[config.mk]
export PLATFORM = sky130hd
export DESIGN_NAME = oled_rect_fill_flat
export DESIGN_NICKNAME = d
export VERILOG_FILES = /design/src/rtl/oled_rect_fill_if.sv /design/src/rtl/oled_rect_fill.sv /design/src/flat_wrapper.sv
export SDC_FILE = /design/constraint.sdc
export NUM_CORES = 1
export LEC_CHECK = 0
export BUFFER_PORTS_ARGS = -buffer_cell sky130_fd_sc_hd__buf_2
export CAP_MARGIN = 20
export CORE_AREA = 2 2 125 127
export DETAILED_ROUTE_END_ITERATION = 8
export DIE_AREA = 0 0 127 129
export PLACE_DENSITY = 0.73
export SLEW_MARGIN = 10
export SYNTH_ARGS = -nofsm -noshare
export SYNTH_HDL_FRONTEND = slang
export SYNTH_SLANG_ARGS = --single-unit
export TNS_END_PERCENT = 100
[constraint.sdc]
create_clock -name clk -period 6.9 [get_ports clk]
set_clock_uncertainty 0.05 [all_clocks]
set_input_delay 0.345 -clock clk [delete_from_list [all_inputs] [get_ports clk]]
set_output_delay 0.345 -clock clk [all_outputs]
set_load 0.02 [all_outputs]
[src/rtl/oled_rect_fill_if.sv]
// Pixel request port between the rectangle fill engine and the SSD1331 SPI driver.
// The engine drives through the master modport; the driver answers through the slave modport.
interface oled_rect_fill_if;
  logic        pix_setpixel;
  logic [7:0]  pix_x;
  logic [7:0]  pix_y;
  logic [15:0] pix_rgb;
  logic        pix_valid;
  logic        pix_ready;

  modport master (
    output pix_setpixel,
    output pix_x,
    output pix_y,
    output pix_rgb,
    output pix_valid,
    input  pix_ready
  );

  modport slave (
    input  pix_setpixel,
    input  pix_x,
    input  pix_y,
    input  pix_rgb,
    input  pix_valid,
    output pix_ready
  );
endinterface

[src/rtl/oled_rect_fill.sv]
// Rectangle fill engine: walks each covered pixel in raster order and issues one set-pixel request per pixel.
// Optional panel clipping is enabled with the macro OLED_RECT_CLIP_EN.
module oled_rect_fill #(
  parameter int WIDTH  = 96,
  parameter int HEIGHT = 64
) (
  input  logic        clk,
  input  logic        reset,
  input  logic        cmd_valid,
  output logic        cmd_ready,
  input  logic [7:0]  cmd_x0,
  input  logic [7:0]  cmd_y0,
  input  logic [7:0]  cmd_x1,
  input  logic [7:0]  cmd_y1,
  input  logic [15:0] cmd_rgb,
  input  logic        abort,
  output logic        busy,
  output logic        done,
  output logic [12:0] pix_count,
  oled_rect_fill_if.master pix
);

  typedef enum logic [2:0] {
    S_IDLE    = 3'd0,
    S_SETUP   = 3'd1,
    S_ISSUE   = 3'd2,
    S_WAIT    = 3'd3,
    S_ADVANCE = 3'd4,
    S_FINISH  = 3'd5
  } state_t;

  state_t      state_r;
  state_t      state_s;

  logic [7:0]  x0_r, y0_r, x1_r, y1_r;
  logic [15:0] rgb_r;
  logic [7:0]  xl_r, xh_r, yl_r, yh_r;
  logic [7:0]  cur_x_r, cur_y_r;
  logic        abort_seen_r;
  logic        busy_r;
  logic        done_r;
  logic [12:0] pix_count_r;
  logic [7:0]  pix_x_r, pix_y_r;
  logic [15:0] pix_rgb_r;
  logic        pix_valid_r;

  logic [7:0]  xl_s, xh_s, yl_s, yh_s;
  logic [7:0]  xh_raw_s, yh_raw_s;
  logic        empty_s;
  logic        stop_s;

`ifdef OLED_RECT_CLIP_EN
  localparam logic [7:0] X_MAX = 8'(WIDTH - 1);
  localparam logic [7:0] Y_MAX = 8'(HEIGHT - 1);
`endif

  // Normalise the latched corners and apply optional clipping.
  always_comb begin
    xl_s     = x0_r;
    xh_raw_s = x1_r;
    yl_s     = y0_r;
    yh_raw_s = y1_r;
    if (x0_r > x1_r) begin
      xl_s     = x1_r;
      xh_raw_s = x0_r;
    end else begin
      xl_s     = x0_r;
      xh_raw_s = x1_r;
    end
    if (y0_r > y1_r) begin
      yl_s     = y1_r;
      yh_raw_s = y0_r;
    end else begin
      yl_s     = y0_r;
      yh_raw_s = y1_r;
    end
`ifdef OLED_RECT_CLIP_EN
    xh_s    = (xh_raw_s > X_MAX) ? X_MAX : xh_raw_s;
    yh_s    = (yh_raw_s > Y_MAX) ? Y_MAX : yh_raw_s;
    empty_s = (xl_s > X_MAX) || (yl_s > Y_MAX);
`else
    xh_s    = xh_raw_s;
    yh_s    = yh_raw_s;
    empty_s = 1'b0;
`endif
  end

  // An abort arriving in the ADVANCE cycle itself still stops the walk.
  assign stop_s = abort_seen_r | abort | ((cur_x_r == xh_r) && (cur_y_r == yh_r));

  // Next-state decode.
  always_comb begin
    state_s = state_r;
    case (state_r)
      S_IDLE: begin
        if (cmd_valid) state_s = S_SETUP;
        else           state_s = S_IDLE;
      end
      S_SETUP: begin
        if (empty_s) state_s = S_FINISH;
        else         state_s = S_ISSUE;
      end
      S_ISSUE:  state_s = S_WAIT;
      S_WAIT: begin
        if (pix.pix_ready) state_s = S_ADVANCE;
        else               state_s = S_WAIT;
      end
      S_ADVANCE: begin
        if (stop_s) state_s = S_FINISH;
        else        state_s = S_ISSUE;
      end
      S_FINISH: state_s = S_IDLE;
      default:  state_s = S_IDLE;
    endcase
  end

  // State register.
  always_ff @(posedge clk) begin
    if (reset) state_r <= S_IDLE;
    else       state_r <= state_s;
  end

  // Command latch, pixel walk, request outputs and status.
  always_ff @(posedge clk) begin
    if (reset) begin
      x0_r         <= 8'd0;
      y0_r         <= 8'd0;
      x1_r         <= 8'd0;
      y1_r         <= 8'd0;
      rgb_r        <= 16'd0;
      xl_r         <= 8'd0;
      xh_r         <= 8'd0;
      yl_r         <= 8'd0;
      yh_r         <= 8'd0;
      cur_x_r      <= 8'd0;
      cur_y_r      <= 8'd0;
      abort_seen_r <= 1'b0;
      busy_r       <= 1'b0;
      done_r       <= 1'b0;
      pix_count_r  <= 13'd0;
      pix_x_r      <= 8'd0;
      pix_y_r      <= 8'd0;
      pix_rgb_r    <= 16'd0;
      pix_valid_r  <= 1'b0;
    end else begin
      done_r <= 1'b0;
      if (state_r == S_IDLE) begin
        abort_seen_r <= 1'b0;
      end else if (abort) begin
        abort_seen_r <= 1'b1;
      end
      case (state_r)
        S_IDLE: begin
          if (cmd_valid) begin
            x0_r        <= cmd_x0;
            y0_r        <= cmd_y0;
            x1_r        <= cmd_x1;
            y1_r        <= cmd_y1;
            rgb_r       <= cmd_rgb;
            pix_count_r <= 13'd0;
            busy_r      <= 1'b1;
          end
        end
        S_SETUP: begin
          xl_r    <= xl_s;
          xh_r    <= xh_s;
          yl_r    <= yl_s;
          yh_r    <= yh_s;
          cur_x_r <= xl_s;
          cur_y_r <= yl_s;
          if (empty_s) begin
            busy_r <= 1'b0;
            done_r <= 1'b1;
          end else begin
            // First pixel goes out straight from setup so it is visible in ISSUE.
            pix_x_r     <= xl_s;
            pix_y_r     <= yl_s;
            pix_rgb_r   <= rgb_r;
            pix_valid_r <= 1'b1;
          end
        end
        S_ISSUE: begin
          pix_x_r     <= cur_x_r;
          pix_y_r     <= cur_y_r;
          pix_rgb_r   <= rgb_r;
          pix_valid_r <= 1'b1;
        end
        S_WAIT: begin
          if (pix.pix_ready) begin
            pix_valid_r <= 1'b0;
            if (pix_count_r != 13'h1FFF) pix_count_r <= pix_count_r + 13'd1;
          end
        end
        S_ADVANCE: begin
          if (stop_s) begin
            busy_r <= 1'b0;
            done_r <= 1'b1;
          end else if (cur_x_r == xh_r) begin
            cur_x_r <= xl_r;
            cur_y_r <= cur_y_r + 8'd1;
          end else begin
            cur_x_r <= cur_x_r + 8'd1;
          end
        end
        S_FINISH: begin
          busy_r <= 1'b0;
        end
        default: begin
          busy_r      <= 1'b0;
          pix_valid_r <= 1'b0;
        end
      endcase
    end
  end

  assign cmd_ready        = (state_r == S_IDLE) && cmd_valid;
  assign busy             = busy_r;
  assign done             = done_r;
  assign pix_count        = pix_count_r;
  assign pix.pix_setpixel = 1'b1;
  assign pix.pix_x        = pix_x_r;
  assign pix.pix_y        = pix_y_r;
  assign pix.pix_rgb      = pix_rgb_r;
  assign pix.pix_valid    = pix_valid_r;

endmodule

[src/flat_wrapper.sv]
// flat-port wrapper written by rule: the top's interface ports become plain ports
module oled_rect_fill_flat 
#(
  parameter int WIDTH  = 96,
  parameter int HEIGHT = 64
)
  (clk, reset, cmd_valid, cmd_ready, cmd_x0, cmd_y0, cmd_x1, cmd_y1, cmd_rgb, abort, busy, done, pix_count, pix_pix_setpixel, pix_pix_x, pix_pix_y, pix_pix_rgb, pix_pix_valid, pix_pix_ready);
  oled_rect_fill_if pix_i ();
  input  logic clk;
  input  logic reset;
  input  logic cmd_valid;
  output logic cmd_ready;
  input  logic [7:0] cmd_x0;
  input  logic [7:0] cmd_y0;
  input  logic [7:0] cmd_x1;
  input  logic [7:0] cmd_y1;
  input  logic [15:0] cmd_rgb;
  input  logic abort;
  output logic busy;
  output logic done;
  output logic [12:0] pix_count;
  output wire logic [$bits(pix_i.pix_setpixel)-1:0] pix_pix_setpixel;
  output wire logic [$bits(pix_i.pix_x)-1:0] pix_pix_x;
  output wire logic [$bits(pix_i.pix_y)-1:0] pix_pix_y;
  output wire logic [$bits(pix_i.pix_rgb)-1:0] pix_pix_rgb;
  output wire logic [$bits(pix_i.pix_valid)-1:0] pix_pix_valid;
  input wire logic [$bits(pix_i.pix_ready)-1:0] pix_pix_ready;
  assign pix_pix_setpixel = pix_i.pix_setpixel;
  assign pix_pix_x = pix_i.pix_x;
  assign pix_pix_y = pix_i.pix_y;
  assign pix_pix_rgb = pix_i.pix_rgb;
  assign pix_pix_valid = pix_i.pix_valid;
  assign pix_i.pix_ready = pix_pix_ready;
  oled_rect_fill #(.WIDTH(WIDTH), .HEIGHT(HEIGHT)) u_core (.clk(clk), .reset(reset), .cmd_valid(cmd_valid), .cmd_ready(cmd_ready), .cmd_x0(cmd_x0), .cmd_y0(cmd_y0), .cmd_x1(cmd_x1), .cmd_y1(cmd_y1), .cmd_rgb(cmd_rgb), .abort(abort), .busy(busy), .done(done), .pix_count(pix_count), .pix(pix_i));
endmodule
### Word level (Yosys, flattened, before mapping)

Index checks and enable logic that the tools add are counted.

* add/sub/neg operators: 3
* $lt $le $gt $ge: 2
* eq/ne operators: 14
* mux-type cells: 26
* bitwise operators: 5
* reductions and logical operators: 17

Operators with widths (count)
* $mux W8: 8
* $pmux W8 S2: 4
* $mux W13: 3
* $pmux W13 S2: 1
* $add A8 B1 Y8 const B: 2
* $eq A8 B8 Y1: 2
* $gt A8 B8 Y1: 2
* $pmux W3 S5: 1
* $add A13 B1 Y13 const B: 1
* $ne A13 B13 Y1 const B: 1
* $eq A3 B2 Y1 const B: 2
* $eq A3 B3 Y1 const B: 2
* $mux W3: 2
* $ne A2 B1 Y1 const B: 3
* $ne A2 B2 Y1 const B: 3
* $pmux W1 S3: 2
* $reduce_and A2 Y1: 3
* $reduce_and A3 Y1: 2
* $reduce_bool A2 Y1: 3
* $reduce_or A2 Y1: 3
* $reduce_or A3 Y1: 2
* $mux W1: 5
* $reduce_and A4 Y1: 1
* $eq A3 B1 Y1 const B: 1
* 4 further kinds: 8

* register bits after elaboration: 140
* input bits: 53
* output and inout bits: 50
* logic and storage cells: 86

### Logic depth before layout (Yosys ltp)

Gate-level depths: netlist of run 1.

* depth in word-level cells: 5
* depth in mapped cells: 10
* mapped depth without buffers: 8

### Least setup slack after synthesis of run 1

No wires, ideal clock.

* kind: register to register
* from: reg u_core.y1_r[5]
* to: reg u_core.cur_y_r[3]
* setup time: 133 ps
* data arrival time: 2089 ps
* data required time: 6717 ps
* setup slack: 4628 ps
* stages on the path, launching flop included: 10
* buffers on the path: 1
* period minus slack after synthesis: 2272 ps
* path through: dfxtp_1 > inv_1 > ha_1 > nand4_1 > nor2_1 > a211oi_1 > clkbuf_1 > nor3b_1 > o21ai_0 > a31oi_1

* word-level cells in the longest chain between the ends: 3

Ends and longest elaborated chain
* from (decl): RTL line oled_rect_fill.sv:35 `logic [7:0] x0_r, y0_r, x1_r, y1_r;`
* from (signal assigned): RTL line oled_rect_fill.sv:158 `y1_r <= cmd_y1;`
* $gt A8 B8 Y1: RTL line oled_rect_fill.sv:70 `if (y0_r > y1_r) begin`
* $mux W8: RTL line oled_rect_fill.sv:70
* $pmux W8 S2: RTL line oled_rect_fill.sv:152 `case (state_r)`
* to (signal assigned): RTL line oled_rect_fill.sv:170 `cur_y_r <= yl_s;`
* to (signal assigned): RTL line oled_rect_fill.sv:200 `cur_y_r <= cur_y_r + 8'd1;`
* to (decl): RTL line oled_rect_fill.sv:38 `logic [7:0] cur_x_r, cur_y_r;`

No other way between the ends.
A chain may end at the register's enable or synchronous reset.

### Worst setup path in the final report of run 1

* from: reg u_core.y1_r[7]
* to: reg u_core.yh_r[5]

* word-level cells in the longest chain between the ends: 2

Ends and longest elaborated chain
* $gt A8 B8 Y1: RTL line oled_rect_fill.sv:70
* $mux W8: RTL line oled_rect_fill.sv:70
* to (signal assigned): RTL line oled_rect_fill.sv:168 `yh_r <= yh_s;`
* to (decl): RTL line oled_rect_fill.sv:37 `logic [7:0] xl_r, xh_r, yl_r, yh_r;`

No other way between the ends.

==> results.yml, run 1 <==
hold_path:
  holdPathStages: 3
  hold_class: "in -> reg"
critical_path:
  critPathMaxFanout: 16
  reg2reg_depth: 8
  arrival_ns: 3.29
  critPathLaunchType: "flip-flop"
  endpoint_kind: "flip-flop"
  critPathKind: "reg -> reg"
  worst-endpoint-required_ns: 7.19
synthesis:
  yosysTopAreaCellShare_pct: 41.8
  synth_edf_count: 0
  synth_warnings: 0
  mappedNetlistNets: 919
  synth_top_area_cell: "dfxtp_1"
  syn-instance-count: 847
  syn-mean-instance-area_um2: 7.91
  yosys-top-cells-area: "dfxtp_1 (42%), nand2_1 (10%), a21oi_1 (7.8%)"
  yosysSeqAreaShare_pct: 41.8
  synth_ff_type: "dfxtp_1"
  syn_area_um2: 6700
  async_reset_ff_share_pct: 0
  ys_types: 60
  yosys_register_bits: 140
layout:
  syn_to_final_growth_pct: 18.4
  antenna_cells: 0
  final_common_cell: "nand2_1"
  nFillCells: 1439
  fin_area_um2: 7930
  drive_gt1_share_pct: 16.8
  layout.nets: 990
  layout_common_cells: "nand2_1 (177), dfxtp_1 (140), a21oi_1 (104)"
detailed_routing:
  drc: 0
  wl_met3_um: 961
  dr.pass1.iters: 5
  ant_nets: 0
  wire_per_inst_um: 15.2
  vias_per_cell: 5.53
  top_layer_used: "met4"
  route.met2.wl_mm: 7.45
  route.vias.total: 6183
  wl_met1_mm: 8.45
  drt_wl_total_mm: 17.0
  drt_iter0_drc: 549
pwr:
  peakVddDrop_mv: 0.195
  p_per_area_nw_per_um2: 312
  p_leak_nw: 3.01
job:
  maxCapViolations: 0
sta:
  slew_viol_final: 0
  whs_ns: 0.104
  max_freq_ghz: 0.333
  hold_violations: 0
  slew_headroom_pct: 30.6
  setup_tns_ns: 0
  period_share_pct: 43.5
  tightest_slew_ns: 1.04
  grt_setup_unrepaired: "no"
  setup_viol: 0
  finalCriticalPeriod_ns: 3.00
die:
  die_h_um: 129
  start_util_pct: 44.7
  die_area_um2: 16400
  rows: 45
  ios: 103
  die_x_um: 127
  core-area_um2: 15000
clocking:
  htree_num_levels: 4
  hold_buffers: 0
  clock_latency_ns: 0.42
  cts.clk_slew.worst_paths_ns: 0.06
  cts_sinks: 140
  cts_tree: "done"
  cts_root_buf: "clkbuf_16"
  cts_buffer_depth: 2
  cts-resized-gates: 0
  post_cts_buffers: 0
  numCtsBuffers: 17
global_routing:
  track_usage_pct: 21.2
  grt_max_degree: 103
  grt_pass1_wl_mm: 28.3
  grt_overflow: 0
  grt_pass1_vias: 5733
  antenna_found_initial: 0
placement:
  gp_congestion: 0.884
  dpl_cell_area_um2: 7250
  dp_hpwl_mm: 11.5
  io_buffer_count: 101
status:
  status: "finished clean"
## final cells by class
class,count,area [µm²],share of cell area (%)
Inverter,24,90.1,1.14
Tap cell,188,235,2.97
Clock inverter,10,159,2.00
Sequential cell,140,2800,35.3
Multi-Input combinational cell,625,3550,44.8
Clock buffer,22,494,6.23
Timing Repair Buffer,110,596,7.51
## routing by layer
layer / up-vias / global-route usage (%)
met5: - / 0
met4: 0 / 6.98
met3: 11 / 4.57
met2: 173 / 32.3
met1: 2875 / 30.0
li1: 3124 / -
## worst max-delay path, stage by stage (launching register included)
cell	delay, ns
dfxtp_1	0.37
inv_1	0.07
ha_1	0.32
nand4_1	0.19
nor2_1	0.54
nor2_1	0.40
nor2_1	0.58
nand2_1	0.13
a311oi_1	0.26
## worst paths after layout
kind,from,endpoint,slack (ns)
setup reg to reg,u_core.y1_r[7],u_core.yh_r[5],3.90
hold / removal,cmd_x0[6],u_core.x0_r[6],0.10
hold reg to reg,u_core.rgb_r[14],u_core.pix.pix_rgb[14],0.40
setup / recovery,u_core.y1_r[7],u_core.yh_r[5],3.90
## logic make-up (layout without fill, tap and decap cells)
kind of cell,count (synthesis),count (layout),share of synthesized area [%]
AO/OA/AOI/OAI,254,254,23.6
XOR/XNOR,32,32,4.41
adder cells (fa/ha/maj),19,19,3.55
buffers and inverters,82,166,5.23
flip-flops,140,140,41.8
multiplexers,2,2,0.318
other,1,1,0.0560
AND/OR/NAND/NOR,317,317,21.0
## cells in the mapped netlist (4+ instances only)
cell,number
nor3_1,7
xnor2_1,19
nand3_1,20
nor3b_1,13
nand2_1,178
a21oi_1,104
clkbuf_1,48
buf_6,5
a311oi_1,24
nand4_1,9
o211ai_1,15
a22oi_1,15
a211oi_1,15
nor2_1,56
nor2b_1,4
xor2_1,11
and3_1,6
ha_1,19
a31oi_1,6
inv_1,24
o211a_1,4
dfxtp_1,140
o21ai_0,49
nand2b_1,6
## report_power, final
part / internal, mW / switching [mW]
Combinational: 0.180 / 0.357
Clock: 0.652 / 0.340
Sequential: 0.877 / 0.0661
Total: 1.71 / 0.763
## metrics by stage
stage               utilization, %  worst slack [ns]  instances  power [mW]
CTS                           52.8              3.44       1118        2.47
detailed placement            48.4              3.65       1086        1.48
global route                  53.0              3.63       1119        2.60
finish                        53.0              3.90       1119        2.47
floorplan                        -              4.63        847        1.35
global placement              48.4              3.76       1086        1.47
Power figures use the tool's default switching activity.
==> run 2, diff against run 1 <==
Settings changed: ABC_AREA set to 1, CORE_AREA 2 2 125 127 to 2 2 126 128, DIE_AREA 0 0 127 129 to 0 0 128 130, PLACE_DENSITY 0.73 to 0.75.
Clock period 6.9 ns to 2.5 ns, I/O delays scaled along.
==> run 2 against run 1 <==
  * Hold slack lost 0.085 ns
  * Die area grew 1.6%
  * Flip-flop and latch count is the same
  * Highest routed layer unchanged
  * Utilization up 1.8 points
  * Via count up 8.7%
  * Clock power increased to 2.6 times the previous value
==> results.yml, run 2 <==
global_routing:
  grt_max_degree: 52
  use_met3_pct: 5.49
  grt_overflow: 0
  grt_pass1_wl_mm: 29.4
  track_usage_pct: 22.0
  grt.busiest_layer: "met2"
  met1_usage_pct: 29.7
  met2_usage_pct: 34.5
  antenna_found_initial: 0
  grt_pass1_vias: 6161
pwr:
  p_per_area_nw_per_um2: 903
  swShare_pct: 36.0
  peakVddDrop_mv: 0.594
  p_leak_nw: 3.86
  p_comb_share_pct: 30.0
  p_switching_mw: 2.75
  power.internal_mw: 4.88
  p_seq_share_pct: 36.4
  clkPwrFrac_pct: 33.7
  p_total_mw: 7.63
detailed_routing:
  dr.pass1.iters: 5
  vias_per_cell: 5.07
  drc: 0
  wire_per_inst_um: 13.5
  drt_iter0_drc: 467
  route.vias.total: 6719
  ant_nets: 0
  drt_wl_total_mm: 17.9
die:
  core-area_um2: 15400
  start_util_pct: 43.7
  die_h_um: 130
  rows: 46
  ios: 103
  die_x_um: 128
  die_area_um2: 16600
layout:
  fin_area_um2: 8450
  antenna_cells: 0
  final_util_pct: 54.8
  final_common_cell: "nand2_1"
  layout.nets: 1192
  layout_common_cells: "nand2_1 (241), dfxtp_1 (140), nor2_1 (105)"
  syn_to_final_growth_pct: 25.4
  drive_gt1_share_pct: 15.2
  nFillCells: 1412
clocking:
  numCtsBuffers: 17
  cts.clk_slew.worst_paths_ns: 0.06
  cts_tree: "done"
  cts_buffer_depth: 2
  htree_num_levels: 4
  post_cts_buffers: 0
  clock_latency_ns: 0.42
  cts_sinks: 140
  cts_root_buf: "clkbuf_16"
sta:
  tightest_slew_ns: 0.627
  slew_viol_final: 0
  max_freq_ghz: 0.452
  setup_viol: 0
  hold_violations: 0
  grt_setup_unrepaired: "no"
  setup_tns_ns: 0
  period_share_pct: 88.4
  slew_headroom_pct: 58.2
  finalCriticalPeriod_ns: 2.21
critical_path:
  slowest_delay_ns: 0.48
  cp_num_cells: 6
  reg2reg_depth: 12
  critPathLaunchType: "flip-flop"
  endpoint_kind: "primary output"
  critPathKind: "reg -> out"
  cpMostUsedCell: "nor2_1"
  crit_family: "buffers and inverters"
  critPathBufInv: 3
  crit_chain: "nor2_1, inv_1, nor2_1, nand2_2, clkinv_1, buf_2"
  critPathMaxFanout: 18
  arrival_ns: 2.04
  crit_path_top_delay_cell: "clkinv_1"
  worst-endpoint-required_ns: 2.33
synthesis:
  synth_top_area_cell: "dfxtp_1"
  synth_warnings: 0
  mappedNetlistNets: 1057
  yosys_register_bits: 140
  synthTopCellsByCount: "nand2_1 (243), dfxtp_1 (140), inv_1 (105), nor2_1 (105), a21oi_1 (91)"
  async_reset_ff_share_pct: 0
  synth_edf_count: 0
  yosysTopAreaCellShare_pct: 41.6
  yosys-top-cells-area: "dfxtp_1 (42%), nand2_1 (14%), a21oi_1 (6.8%)"
  synth_ff_type: "dfxtp_1"
  syn-mean-instance-area_um2: 6.84
  syn_area_um2: 6740
  syn-instance-count: 985
  yosys.cell_count.top_type: "nand2_1"
  ys_types: 36
  yosysSeqAreaShare_pct: 41.6
job:
  maxCapViolations: 0
placement:
  gp_congestion: 0.895
  io_buffer_count: 101
  dpl_cell_area_um2: 7360
  dp_hpwl_mm: 11.7
hold_path:
  holdPathStages: 3
  hold_class: "in -> reg"
status:
  status: "finished clean"
## run 2: changes by cell type in the layout (fill, tap and decap cells not counted), sizes merged, moves of 11 or more
| cell | delta |
|---|---|
| inv | +98 |
| a211oi | -15 |
| xnor2 | -21 |
| nor2 | +54 |
| a22oi | -15 |
| o21ai | +46 |
| a21oi | -11 |
| a311oi | -24 |
| nand3 | +34 |
| nand2 | +70 |
| nor3b | -12 |
| dlygate4sd3 | +49 |
## run 2: what timing repair did
action,CTS,global route
endpoints found under the setup margin,0,4
hold buffers,49,0
hold endpoints to repair,49,0
resized for setup,0,1
## run 2: kinds of logic (layout without fill, tap and decap cells)
kind of cell / after synthesis / count (layout) / synth area share, %
AO/OA/AOI/OAI: 226 / 226 / 18.1
XOR/XNOR: 7 / 7 / 0.910
adder cells (fa/ha/maj): 19 / 19 / 3.53
buffers and inverters: 164 / 311 / 9.73
flip-flops: 140 / 140 / 41.6
other: 1 / 1 / 0.0557
AND/OR/NAND/NOR: 428 / 428 / 26.1
## run 2: power by group through the flow
stage	registers, mW	clock network (mW)	logic (mW)
floorplan	2.89	0	1.54
global placement	2.80	0	2.14
detailed placement	2.80	0	2.18
CTS	2.76	2.61	2.26
global route	2.81	2.70	2.61
finish	2.77	2.57	2.29
## run 2: per-layer routing
layer	up-vias	wire length (µm)	share of wire, %
met4	0	274	1.5
met2	253	7750	43
met3	27	1390	7.8
li1	3458	-	-
met1	2981	8440	47
met5	-	0	0
## run 2: stage by stage
step,std cells,worst slack [ns],hold slack [ns]
2_1_floorplan,985,0.628,0.220
3_3_place_gp,1244,0.382,0.327
3_5_place_dp,1244,0.347,0.330
4_1_cts,1324,0.286,0.00116
5_1_grt,1324,0.0554,0.0570
6_report,1324,0.290,0.0194
## run 2: area by class of cell
class | count | area (µm²) | area share, %
clock buffer | 19 | 433 | 5.12
clock inverter | 12 | 163 | 1.93
sequential | 140 | 2800 | 33.2
tap | 192 | 240 | 2.84
inverter | 119 | 449 | 5.32
timing repair buffer | 161 | 1080 | 12.8
multi-input combinational | 681 | 3280 | 38.8
## run 2: worst min-delay path, delay by kind of cell
kind | cells | cell delay [ns]
buffers and inverters | 1 | 0.09
AND/OR/NAND/NOR | 2 | 0.23
## run 2: final timing paths
path,startpoint,to,slack (ns)
worst min-delay path,abort,u_core.abort_seen_r,0.02
worst min register to register,u_core.xl_r[4],u_core.xl_r[4],0.41
worst max register to register,u_core.x1_r[7],u_core.cur_x_r[0],0.36
worst max-delay path,u_core.state_r[1],cmd_ready,0.29
==> run 3, diff against run 2 <==
Settings changed: CORE_AREA 2 2 126 128 to 2 2 150 108, DIE_AREA 0 0 128 130 to 0 0 152 110, PLACE_DENSITY 0.75 to 0.67.
==> run 3 against run 2 <==
  * Die area is 0.48% higher
  * Fmax hardly changed
  * Global-route usage increased by 1.0 points
  * Largest cell class unchanged
  * Largest power group unchanged
==> results.yml, run 3 (synthesized netlist as in run 2, its figures left out) <==
pwr:
  peakVddDrop_mv: 0.482
  p_leak_nw: 3.87
  p_per_area_nw_per_um2: 904
detailed_routing:
  drt_wl_total_mm: 18.9
  drc: 0
  wire_per_inst_um: 14.1
  vias_per_cell: 5.02
  dr.pass1.iters: 5
  drt_iter0_drc: 535
  ant_nets: 0
  route.vias.total: 6698
die:
  rows: 38
  die_area_um2: 16700
  start_util_pct: 44.1
  die_x_um: 152
  ios: 103
  core-area_um2: 15300
  die_h_um: 110
sta:
  setup_viol: 0
  slew_headroom_pct: 61.3
  finalCriticalPeriod_ns: 2.21
  period_share_pct: 88.4
  fin_ws_ns: 0.291
  tightest_slew_ns: 0.581
  slew_viol_final: 0
  whs_ns: 0.0193
  grt_setup_unrepaired: "no"
  setup_tns_ns: 0
  max_freq_ghz: 0.453
  hold_violations: 0
placement:
  dpl_cell_area_um2: 7410
  gp_congestion: 0.865
  io_buffer_count: 101
  dp_hpwl_mm: 13.1
  pre_cts_slack_ns: 0.247
clocking:
  cts_sinks: 140
  cts_root_buf: "clkbuf_16"
  clock_latency_ns: 0.42
  cts_tree: "done"
  post_cts_buffers: 0
  cts_buffer_depth: 2
  htree_num_levels: 4
  cts.clk_slew.worst_paths_ns: 0.06
  numCtsBuffers: 17
global_routing:
  grt_pass1_vias: 5986
  track_usage_pct: 23.0
  antenna_found_initial: 0
  grt_overflow: 0
  grt_pass1_wl_mm: 30.8
  grt_max_degree: 82
layout:
  final_common_cell: "nand2_1"
  multiInputGateArea_um2: 3280
  layout.nets: 1192
  fin_area_um2: 8480
  regArea_um2: 2800
  syn_to_final_growth_pct: 25.9
  drive_gt1_share_pct: 15.4
  nFillCells: 1433
  antenna_cells: 0
  layout_common_cells: "nand2_1 (241), dfxtp_1 (140), nor2_1 (105)"
critical_path:
  crit_path_top_delay_cell: "dfxtp_1"
  worst-endpoint-required_ns: 2.76
  critPathMaxFanout: 25
  slowest_delay_ns: 0.36
  endpoint_kind: "flip-flop"
  crit_chain: "inv_1, ha_1, nand2_1, nor2_1, nand2_1, nand2_1, nand2_1, buf_12, inv_1, nand2_1, nand2_1, nand2_1, a21oi_1, nor2_1"
  cpMostUsedCell: "nand2_1"
  critPathKind: "reg -> reg"
  critPathLaunchType: "flip-flop"
  arrival_ns: 2.47
  crit_family: "simple AND/OR/NAND/NOR gates"
  critPathBufInv: 3
job:
  maxCapViolations: 0
hold_path:
  hold_class: "in -> reg"
status:
  status: "finished clean"
## run 3: changes by cell type in the layout (fill, tap and decap cells not counted), sizes merged
cell and delta:
clkinv +2, inv +3, clkbuf -2, bufinv -2
## run 3: per-stage QoR
stage,power [mW],cells,util (%)
final,7.66,1333,55.6
after floorplan,4.43,985,-
after detailed placement,5.12,1252,48.5
after global routing,8.16,1333,55.6
after CTS,7.66,1333,55.5
after global placement,5.09,1252,48.5
## run 3: power breakdown
| group | internal, mW | switching, mW | total, mW |
|---|---|---|---|
| Sequential | 2.55 | 0.235 | 2.78 |
| Clock | 1.40 | 1.06 | 2.46 |
| Combinational | 0.796 | 1.62 | 2.42 |
## run 3: worst register-to-register path, stage by stage (launching register included)
cell and delay [ns]:
dfxtp_1 0.36, inv_1 0.09, ha_1 0.31, nand2_1 0.08
nor2_1 0.19, nand2_1 0.08, nand2_1 0.10, nand2_1 0.09
buf_12 0.16, inv_1 0.15, nand2_1 0.09, nand2_1 0.08
nand2_1 0.08, a21oi_1 0.15, nor2_1 0.05
## run 3: final cells by class
type,instances,share of cell area (%)
repair buffers,161,13.2
flip-flops and latches,140,33.1
inverters,119,5.30
clock inverters,15,1.80
multi-input cells,681,38.7
well taps,200,2.95
clock buffers,17,5.02
## run 3: path summary, 6_finish.rpt
kind | to | cells past startpoint | slack, ns | start
setup / recovery | u_core.cur_y_r[0] | 14 | 0.29 | u_core.y1_r[7]
hold / removal | u_core.abort_seen_r | 3 | 0.02 | abort
setup reg to reg | u_core.cur_y_r[0] | 14 | 0.29 | u_core.y1_r[7]
hold reg to reg | u_core.rgb_r[1] | 2 | 0.42 | u_core.rgb_r[1]
## run 3: layer usage
layer | share of wire, % | track usage (%) | vias to the layer above
met2 | 39 | 32.1 | 213
met3 | 6.4 | 5.08 | 7
met4 | 0.46 | 4.54 | 0
met1 | 54 | 35.9 | 3015
met5 | 0 | 0 | -
li1 | - | - | 3463
## run 3: what timing repair did
item,CTS,global route
endpoints found under the hold margin,49,0
endpoints found under the setup margin,0,17
resized for setup,0,1
hold buffers,49,0
